==> src/rtl/alu_issue_stage.sv <==
// Decode/issue stage: turns RV integer ALU instructions (OP, OP-IMM, LUI, AUIPC)
// into execute-ALU controls and operands, held in one valid/ready register stage.
module alu_issue_stage #(
  parameter int unsigned XLEN = 32
) (
  input  logic            clk,
  input  logic            rst_n,
  input  logic            flush,
  input  logic            in_valid,
  output logic            in_ready,
  input  logic [31:0]     in_instr,
  input  logic [XLEN-1:0] in_pc,
  input  logic [XLEN-1:0] in_rs1_data,
  input  logic [XLEN-1:0] in_rs2_data,
  output logic            out_valid,
  input  logic            out_ready,
  output logic [2:0]      out_funct3,
  output logic            out_invert,
  output logic [XLEN-1:0] out_operand_1,
  output logic [XLEN-1:0] out_operand_2,
  output logic [4:0]      out_rd,
  output logic            out_rd_we,
  output logic            out_illegal,
  output logic [XLEN-1:0] out_pc
);

  localparam int unsigned SHAMT_W = (XLEN == 32) ? 5 : 6;

  // Masks over instr[31:25]: bits that must be zero for SLLI / SRLI / SRAI.
  // For right shifts bit 30 selects arithmetic and is left free.
  localparam logic [6:0] SLLI_HI_MASK = (SHAMT_W == 6) ? 7'b1111110 : 7'b1111111;
  localparam logic [6:0] SRI_HI_MASK  = (SHAMT_W == 6) ? 7'b1011110 : 7'b1011111;

  localparam logic [6:0] OPC_OP     = 7'b0110011;
  localparam logic [6:0] OPC_OP_IMM = 7'b0010011;
  localparam logic [6:0] OPC_LUI    = 7'b0110111;
  localparam logic [6:0] OPC_AUIPC  = 7'b0010111;

  logic [6:0]        opcode;
  logic [2:0]        funct3;
  logic [6:0]        funct7;
  logic [4:0]        rd;
  logic signed [11:0] imm_i12;
  logic signed [31:0] imm_u32;
  logic [XLEN-1:0]   imm_i;
  logic [XLEN-1:0]   imm_u;
  logic [5:0]        shamt;
  logic [XLEN-1:0]   shamt_ext;
  logic              unused_rs_fields;

  assign opcode    = in_instr[6:0];
  assign funct3    = in_instr[14:12];
  assign funct7    = in_instr[31:25];
  assign rd        = in_instr[11:7];
  assign imm_i12   = in_instr[31:20];
  assign imm_u32   = {in_instr[31:12], 12'b0};
  assign imm_i     = XLEN'(imm_i12);
  assign imm_u     = XLEN'(imm_u32);
  assign shamt     = (SHAMT_W == 6) ? in_instr[25:20] : {1'b0, in_instr[24:20]};
  assign shamt_ext = XLEN'(shamt);

  // Register source fields are resolved upstream; only their data arrives here.
  assign unused_rs_fields = ^in_instr[19:15];

  logic [2:0]      dec_funct3;
  logic            dec_invert;
  logic [XLEN-1:0] dec_op1;
  logic [XLEN-1:0] dec_op2;
  logic            dec_legal;

  // Instruction decode; illegal encodings collapse to a neutral add of zeros.
  always_comb begin
    dec_funct3 = funct3;
    dec_invert = 1'b0;
    dec_op1    = '0;
    dec_op2    = '0;
    dec_legal  = 1'b1;
    unique case (opcode)
      OPC_OP: begin
        dec_op1 = in_rs1_data;
        dec_op2 = in_rs2_data;
        if (funct7 == 7'b0100000)
          dec_legal = (funct3 == 3'b000) || (funct3 == 3'b101);
        else
          dec_legal = (funct7 == 7'b0000000);
        if (funct3 == 3'b000)
          dec_invert = ~in_instr[30];
        else if (funct3 == 3'b101)
          dec_invert = in_instr[30];
      end
      OPC_OP_IMM: begin
        dec_op1 = in_rs1_data;
        dec_op2 = imm_i;
        unique case (funct3)
          3'b000: dec_invert = 1'b1;
          3'b001: begin
            dec_op2   = shamt_ext;
            dec_legal = (funct7 & SLLI_HI_MASK) == 7'b0;
          end
          3'b101: begin
            dec_op2    = shamt_ext;
            dec_invert = in_instr[30];
            dec_legal  = (funct7 & SRI_HI_MASK) == 7'b0;
          end
          default: ;
        endcase
      end
      OPC_LUI: begin
        dec_funct3 = 3'b000;
        dec_invert = 1'b1;
        dec_op2    = imm_u;
      end
      OPC_AUIPC: begin
        dec_funct3 = 3'b000;
        dec_invert = 1'b1;
        dec_op1    = in_pc;
        dec_op2    = imm_u;
      end
      default: dec_legal = 1'b0;
    endcase
    if (!dec_legal) begin
      dec_funct3 = 3'b000;
      dec_invert = 1'b1;
      dec_op1    = '0;
      dec_op2    = '0;
    end
  end

  logic capture;

  assign in_ready = !out_valid || out_ready;
  assign capture  = in_valid && in_ready;

  // Output register; data fields only move on capture, flush wins over capture.
  always_ff @(posedge clk or negedge rst_n) begin
    if (!rst_n) begin
      out_valid     <= 1'b0;
      out_funct3    <= 3'b000;
      out_invert    <= 1'b0;
      out_operand_1 <= '0;
      out_operand_2 <= '0;
      out_rd        <= 5'd0;
      out_rd_we     <= 1'b0;
      out_illegal   <= 1'b0;
      out_pc        <= '0;
    end else if (flush) begin
      out_valid <= 1'b0;
    end else if (capture) begin
      out_valid     <= 1'b1;
      out_funct3    <= dec_funct3;
      out_invert    <= dec_invert;
      out_operand_1 <= dec_op1;
      out_operand_2 <= dec_op2;
      out_rd        <= rd;
      out_rd_we     <= dec_legal && (rd != 5'd0);
      out_illegal   <= !dec_legal;
      out_pc        <= in_pc;
    end else if (out_ready) begin
      out_valid <= 1'b0;
    end
  end

endmodule

==> config.mk <==
export PLATFORM = sky130hd
export DESIGN_NAME = alu_issue_stage
export DESIGN_NICKNAME = d
export VERILOG_FILES = /design/src/rtl/alu_issue_stage.sv
export SDC_FILE = /design/constraint.sdc
export NUM_CORES = 1
export LEC_CHECK = 0
export CAP_MARGIN = 5
export CORE_MARGIN = 2
export CORE_UTILIZATION = 40
export DETAILED_ROUTE_END_ITERATION = 10
export GPL_ROUTABILITY_DRIVEN = 0
export PLACE_DENSITY = 0.86
export SLEW_MARGIN = 30
export SYNTH_ARGS = -nofsm -noshare
export SYNTH_HDL_FRONTEND = slang
export SYNTH_SLANG_ARGS = --single-unit
==> constraint.sdc <==
create_clock -name clk -period 2.1 [get_ports clk]
set_input_delay 0.315 -clock clk [delete_from_list [all_inputs] [get_ports clk]]
set_output_delay 0.315 -clock clk [all_outputs]
set_load 0.05 [all_outputs]
== Yosys cells after proc, flatten, opt, wreduce, memory -nomap -nowiden ==
Index checks and enable logic that the tools add are counted.
Word-level totals
  register bits: 108
  bits of input ports: 133
  output and inout port bits: 109
Operators by class
  equality and inequality tests: 7
  mux-type cells: 18
  bitwise operators: 2
  reductions and logical operators: 15
Operators with widths (count)
  $mux W32: 3
  $pmux W32 S3: 1
  $pmux W32 S2: 1
  $eq A7 B6 Y1 const B: 3
  $eq A7 B5 Y1 const B: 2
  $logic_not A7 Y1: 2
  $mux W1: 7
  $mux W3: 2
  $pmux W1 S3: 2
  $reduce_or A2 Y1: 3
  $reduce_bool A5 Y1: 1
  $pmux W1 S2: 2
  $eq A3 B1 Y1 const B: 1
  $eq A3 B3 Y1 const B: 1
  $logic_not A3 Y1: 1
  $reduce_bool A3 Y1: 1
  $logic_and A1 B1 Y1: 2
  $logic_not A1 Y1: 2
  $logic_or A1 B1 Y1: 2
  $not A1 Y1: 2
  $reduce_and A2 Y1: 1

== Depth between registers and ports, before layout ==
Gate-level depths: netlist (run 1).
  depth after elaboration: 5
  gate-level depth with buffers: 7

== Worst setup path after synthesis (run 1) ==
OpenSTA, ideal clock, no wires.
  path kind: reg-to-reg
  from: reg out_valid
  to: reg out_operand_1[23]
  arrival time: 2.295 ns
  slack: -0.288 ns
  stages on the path, launching flop included: 7
  buffers on the path: 3
  clock period less this slack: 2.388 ns
  cell sequence: dfrtp_1 nand2b_1 clkbuf_1 nand4b_1 clkbuf_1 clkbuf_1 o31ai_2
On the way
  word-level cells in the longest chain between the ends: 4
RTL lines
  from (decl): line 15  | output logic out_valid,
  from (signal assigned): line 137  | out_valid <= 1'b0;
  from (signal assigned): line 147  | out_valid <= 1'b0;
  from (signal assigned): line 149  | out_valid <= 1'b1;
  $logic_not A1 Y1: line 131  | assign in_ready = !out_valid || out_ready;
  $logic_or A1 B1 Y1: line 131
  named net in_ready: line 10  | output logic in_ready,
  $logic_and A1 B1 Y1: line 132  | assign capture = in_valid && in_ready;
  $reduce_and A2 Y1 (no source line)
  to (signal assigned): line 152  | out_operand_1 <= dec_op1;
  to (decl): line 19  | output logic [XLEN-1:0] out_operand_1,
The timed path passes the listed nets, and every way through them passes these cells.
A chain may end at the register's enable or synchronous reset.

== Worst setup path after layout (run 1) ==
  from: in in_instr[6]
  to: reg out_operand_1[12]
On the way
  word-level cells in the longest chain between the ends: 4
  elaborated cells between the ends (all ways): 9
  those cells by class: eq/ne: 4; mux: 3; reduce/logical: 2
RTL lines
  from (decl): line 11  | input logic [31:0] in_instr,
  $eq A7 B5 Y1 / $eq A7 B6 Y1 (equally long branches): line 78  | unique case (opcode)
  $reduce_or A2 Y1 (no source line)
  $pmux W1 S3 / $pmux W32 S2 (equally long branches): line 78
  $mux W32 *: line 121  | if (!dec_legal) begin
Every way passes the cells marked *; elsewhere a longest branch is shown, timed or not.

==> results.json, run 1 <==
{
  "result_of_the_run": "finished, final reports clean",
  "clock_path_buffers": 2,
  "number_of_violations_reported_at_the_end_of_detailed_routing_iteration_0": 317,
  "crit_path_top_delay_cell": "or4b_4",
  "initial_utilization_pct": 41.4,
  "power_density_nw_per_um2": 672,
  "report.final.hold_viol_count": 0,
  "placement_rows": 41,
  "areaGrowthSynthToFinish_pct": 59.7,
  "worst_skew_ns": 0.00648,
  "tritoncts": "yes",
  "timing.max_cap.violations": 0,
  "final.period_utilization_pct": 96.4,
  "dp_worst_setup_slack_ns": -0.254,
  "hold_end": "out_operand_1[2]",
  "timing.final.crit_period_ns": 2.03,
  "worst-r2r-setup-slack_ns": 0.50,
  "stdcell_count": 906,
  "synth-warning-count": 0,
  "sequential_element_share_of_the_synthesized_area_pct": 51.3,
  "root_buffer_master": "clkbuf_16",
  "clock.fmax_ghz": 0.494,
  "die_x_um": 119,
  "synthesis.instances": 484,
  "power_leakage_uw": 0.00354,
  "synth.net_count": 617,
  "yosys.cell_count.top_type": "dfrtp_1",
  "numPlacedInstances": 889,
  "cts.sink_count": 108,
  "async_reset_ff_share_pct": 100,
  "wirelength_mm": 16.4,
  "timing.final.ws_setup_ns": 0.0748,
  "post_synthesis_mean_instance_area_um2": 10.9,
  "crit-reg2reg-capture": "out_operand_2[19]",
  "vdd.ir_drop.worst_mv": 0.353,
  "portBuffers": 241,
  "yosys.cell_types.count": 34,
  "path_clk_slew_ns": 0.07,
  "cts_htree_levels": 3,
  "drt_pass1_iterations": 5,
  "viasPerCell": 5.38,
  "core_um2": 12700,
  "tightestPinTransition_ns": 0.591,
  "total_global_routing_overflow": 0,
  "r2r_cells": 5,
  "min_delay_path_depth": 2,
  "timing.critical_path.fanout_max": 11,
  "timing.max_slew.rel_slack_pct": 60.5,
  "synth_edf_count": 0,
  "drive_above_1_share_pct": 17.3,
  "total_number_of_vias": 4871,
  "slew_viol_final": 0,
  "rsz0062_at_grt": "no",
  "cp_cell_sequence": "clkdlybuf4s50_1, and4b_1, or4b_4, o22a_2, buf_4, o31ai_2",
  "die_height_um": 119,
  "insertedDiodeCount": 0,
  "synth_top_area_cell": "dfrtp_1",
  "synth-seq-cells": 108,
  "synth_top_cells_by_count": "dfrtp_1 (108), nand2_1 (58), a21oi_1 (38)",
  "dominantRegCellSynth": "dfrtp_1",
  "postCtsSetupBuffers": 0,
  "worstSkewPairLatency_ns": 0.34,
  "routed_wire_length_per_instance_um": 18.1,
  "synth_top_cells_by_area": "dfrtp_1 (51%), mux2_2 (7.9%), o31ai_2 (7.1%)",
  "timing.setup.critical_path_class": "in -> reg",
  "grt_pass1_vias": 5034,
  "num_ports": 242,
  "place_hpwl_mm": 12.1,
  "worst_hold_startpoint": "out_operand_1[2]",
  "clock_buffers_created_by_tritoncts": 9,
  "critical_path.startpoint_type": "input pin",
  "fill_cells": 974,
  "peak_per_stage_delay_on_the_critical_path_ns": 0.48,
  "worst_hold_path_type": "reg -> reg",
  "grt_first_pass_wirelength_mm": 25.9,
  "setup-violations-final": 0,
  "grt_start_max_net_pins": 74,
  "cp_data_arrival_time_ns": 2.28,
  "nNetsFinal": 862,
  "remaining_drc_errors": 0,
  "netlist_area_um2": 5270,
  "cp-end-kind": "flop",
  "final_antenna_net_count": 0,
  "antenna_found_initial": 0,
  "grt_usage_pct": 23.2,
  "worst_ep_required_time_ns": 2.35,
  "synthDominantCellAreaShare_pct": 51.3,
  "rr_startpoint": "out_valid",
  "fp.dieArea_um2": 14100
}
## how the worst max path moves through the flow
stage / start / end / slack (ns)
after floorplan: out_valid / out_operand_1[10] / 0.02
after global placement: in_instr[6] / out_operand_1[2] / -0.21
after detailed placement: in_instr[6] / out_operand_1[12] / -0.25
after CTS: in_instr[6] / out_operand_1[12] / 0.09
after global routing: in_instr[6] / out_operand_1[1] / 0.02
final: in_instr[6] / out_operand_1[12] / 0.07
## kinds of logic (layout without fill, tap and decap cells)
| group | count (synthesis) | after routing | share of synthesized area, % |
|---|---|---|---|
| AO/OA/AOI/OAI | 141 | 141 | 22.4 |
| XOR/XNOR | 1 | 1 | 0.166 |
| buffers and inverters | 65 | 315 | 5.27 |
| flip-flops | 108 | 108 | 51.3 |
| multiplexers | 42 | 42 | 8.86 |
| AND/OR/NAND/NOR | 127 | 127 | 12.0 |
## worst max-delay path: cells and delay by family
kind	cells	cell delay [ns]
AO/OA/AOI/OAI	2	0.55
buffers and inverters	2	0.62
AND/OR/NAND/NOR	2	0.79
## report_power, final
group | switching [uW] | internal [uW]
sequential | 70.7 | 2210
combinational | 903 | 668
clock | 723 | 1080
total | 1700 | 3960
## metrics by stage
step	power, uW	instance area (um^2)	hold slack, ns	setup TNS [ns]	utilization (%)
after global routing	5860	8410	0.505	0	66.1
after detailed placement	3890	8070	0.332	-14.00	63.4
final	5660	8410	0.477	0	66.1
after global placement	3860	8070	0.325	-12.21	63.4
after CTS	5700	8400	0.481	0	66.0
after floorplan	3160	5270	0.0194	0	-
## placed cells by master (no fill, tap or decap), types with 6 or more instances in the layout
| cell type | count |
|---|---|
| buf_4 | 30 |
| clkbuf_16 | 9 |
| mux2_2 | 37 |
| nand2_1 | 57 |
| inv_1 | 21 |
| o31ai_2 | 30 |
| a22o_1 | 32 |
| and2_1 | 6 |
| buf_12 | 8 |
| clkdlybuf4s50_1 | 238 |
| a21oi_1 | 38 |
| nor2b_1 | 34 |
| a221oi_1 | 19 |
| dfrtp_1 | 108 |
| a31oi_1 | 8 |
| nor3_1 | 15 |
## final cells by class
class	instances	area (um^2)	area share (%)
repair buffers	278	2780	33.1
clock buffers	12	246	2.93
flip-flops and latches	108	2700	32.1
multi-input cells	311	2310	27.5
inverters	21	78.8	0.937
clock inverters	4	72.6	0.863
well taps	172	215	2.56
## what timing repair did
action                                  CTS  global route
endpoints found under the setup margin    0            16
resized for setup                         0             1
endpoints found under the hold margin    38             0
hold buffers                              1             0
## flip-flops by register name, indices dropped and copies added, names as in the netlist
name           flops
out_rd_we          1
out_funct3         3
out_operand_1     32
out_operand_2     32
out_invert         1
out_rd             5
out_pc            32
out_valid          1
out_illegal        1
## layer usage
metal | wire length (um) | share of wire, % | GRT usage (%)
met1 | 6460 | 39 | 28.1
met3 | 1400 | 8.5 | 6.90
met5 | 0 | 0 | 0
met2 | 8140 | 50 | 38.6
met4 | 414 | 2.5 | 9.00
No activity file was read; power rests on OpenSTA's default activity.
==> run 2: changes to the inputs <==
--- a/config.mk
+++ b/config.mk
@@ -8,6 +8,7 @@
 export CAP_MARGIN = 5
 export CORE_MARGIN = 2
 export CORE_UTILIZATION = 40
+export CTS_BUF_LIST = sky130_fd_sc_hd__clkbuf_8
 export DETAILED_ROUTE_END_ITERATION = 10
 export GPL_ROUTABILITY_DRIVEN = 0
 export PLACE_DENSITY = 0.86
==> run 2 against run 1 <==
Worst hold slack worse by 0.013 ns. Power decreased by 7.7%. Fmax is 1.7% higher. Clock power down 24%. Die area did not move. Global-route usage decreased by 0.072 points. Flip-flop and latch count stayed put. Critical endpoint is now out_operand_1[11]. Highest routed layer unchanged.
==> results.json, run 2 (synthesis gave the netlist of run 1 again) <==
{
  "numPlacedInstances": 889,
  "tightestPinTransition_ns": 0.590,
  "total_global_routing_overflow": 0,
  "routed_wire_length_per_instance_um": 18.1,
  "result_of_the_run": "finished, final reports clean",
  "final.hold.worst_slack_ns": 0.465,
  "root_buffer_master": "clkbuf_8",
  "setup-violations-final": 0,
  "report.final.hold_viol_count": 0,
  "drt_pass1_iterations": 5,
  "total_number_of_vias": 4909,
  "die_height_um": 119,
  "dp_worst_setup_slack_ns": -0.254,
  "worst_hold_path_type": "in -> async",
  "insertedDiodeCount": 0,
  "viasPerCell": 5.42,
  "worstSkewPairLatency_ns": 0.37,
  "initial_utilization_pct": 41.4,
  "areaGrowthSynthToFinish_pct": 57.6,
  "reg_top3": "out_operand_1: 32 flops, out_operand_2: 32 flops, out_pc: 32 flops",
  "antenna_found_initial": 0,
  "global_route.peak_usage_layer": "met2",
  "grt_start_max_net_pins": 74,
  "fp.dieArea_um2": 14100,
  "cts.sink_count": 108,
  "met1_resource_use_gr_pct": 28.2,
  "final_antenna_net_count": 0,
  "num_ports": 242,
  "wirelength_mm": 16.4,
  "design_power_total_uw": 5220,
  "global_route.usage.met3_pct": 6.95,
  "portBuffers": 241,
  "use_met2_pct": 38.3,
  "total_switching_power_uw": 1650,
  "tritoncts": "yes",
  "clock_path_buffers": 2,
  "worst_ep_required_time_ns": 2.38,
  "rsz0062_at_grt": "no",
  "timing.max_cap.violations": 0,
  "cts_htree_levels": 3,
  "placement_rows": 41,
  "timing.setup.critical_path_class": "in -> reg",
  "slew_viol_final": 0,
  "cp-end-kind": "flop",
  "timing.max_slew.rel_slack_pct": 60.5,
  "clock_buffers_created_by_tritoncts": 9,
  "pwr-share-comb_pct": 30.1,
  "mostFrequentLayoutCells": "clkdlybuf4s50_1 (238), dfrtp_1 (108), nand2_1 (57)",
  "cp_data_arrival_time_ns": 2.27,
  "critical_path.startpoint_type": "input pin",
  "final.period_utilization_pct": 94.8,
  "total_of_cells_resized_after_clock_tree_synthesis": 0,
  "vdd.ir_drop.worst_mv": 0.345,
  "timing.critical_path.fanout_max": 11,
  "swShare_pct": 31.6,
  "grt_first_pass_wirelength_mm": 25.8,
  "power_leakage_uw": 0.00350,
  "drive_above_1_share_pct": 17.2,
  "totalNegativeSetupSlack_ns": 0,
  "remaining_drc_errors": 0,
  "worst_skew_ns": 0.0103,
  "die_x_um": 119,
  "grt_pass1_vias": 5038,
  "path_clk_slew_ns": 0.09,
  "cell_internal_pwr_uw": 3570,
  "timing.final.ws_setup_ns": 0.109,
  "place_hpwl_mm": 12.1,
  "timing.final.crit_period_ns": 1.99,
  "stdcell_count": 906,
  "number_of_violations_reported_at_the_end_of_detailed_routing_iteration_0": 258,
  "grt_usage_pct": 23.1,
  "core_um2": 12700,
  "nNetsFinal": 862,
  "power_density_nw_per_um2": 629,
  "seq_power_share_pct": 43.7,
  "clock_power_share_pct": 26.2,
  "clock.fmax_ghz": 0.502,
  "most_frequent_standard_cell_in_the_layout_excluding_fill_and_tap_cells": "clkdlybuf4s50_1"
}
## run 2: final timing paths
kind	start	end	slack [ns]	depth (start not counted)
max reg2reg	out_valid	out_operand_2[19]	0.50	5
max in group asynchronous	rst_n	out_operand_2[0]	0.94	3
max	in_instr[26]	out_operand_1[11]	0.11	7
min	rst_n	out_pc[23]	0.46	2
min reg2reg	out_operand_1[2]	out_operand_1[2]	0.48	2
min in group clk	out_operand_1[2]	out_operand_1[2]	0.48	2
## run 2: metal layers
layer,up-vias,share of wire (%)
li1,2228,-
met1,2386,39
met2,259,49
met3,36,9.3
met4,0,2.7
met5,-,0
## run 2: repair_timing
| item | in CTS | in global routing |
|---|---|---|
| setup buffers | 0 | 0 |
| hold endpoints to repair | 38 | 0 |
| hold buffers | 1 | 0 |
## run 2: critical path, stage by stage
cell             delay (ns)
clkdlybuf4s50_1        0.44
nor4_1                 0.41
buf_4                  0.19
a31oi_1                0.12
o22a_2                 0.32
buf_4                  0.21
o31ai_2                0.26
## run 2: through the flow
step	area (um^2)	util (%)
CTS	8300	65.2
detailed placement	8070	63.4
global route	8300	65.3
floorplan	5270	-
finish	8300	65.3
global placement	8070	63.4
## run 2: final cells by class
cell class              instances  area (um^2)
fillers                       997         4420
clock inverters                 6         80.1
clock buffers                  10          138
repair buffers                278         2780
multi-input cells             311         2310
inverters                      21         78.8
well taps                     172          215
flip-flops and latches        108         2700
## run 2: power by group through the flow
stage	Clock (uW)	Sequential [uW]	Combinational [uW]
global placement	0	2310	1540
global route	1490	2300	1650
floorplan	0	2800	362
finish	1370	2280	1570
detailed placement	0	2320	1570
CTS	1410	2280	1580
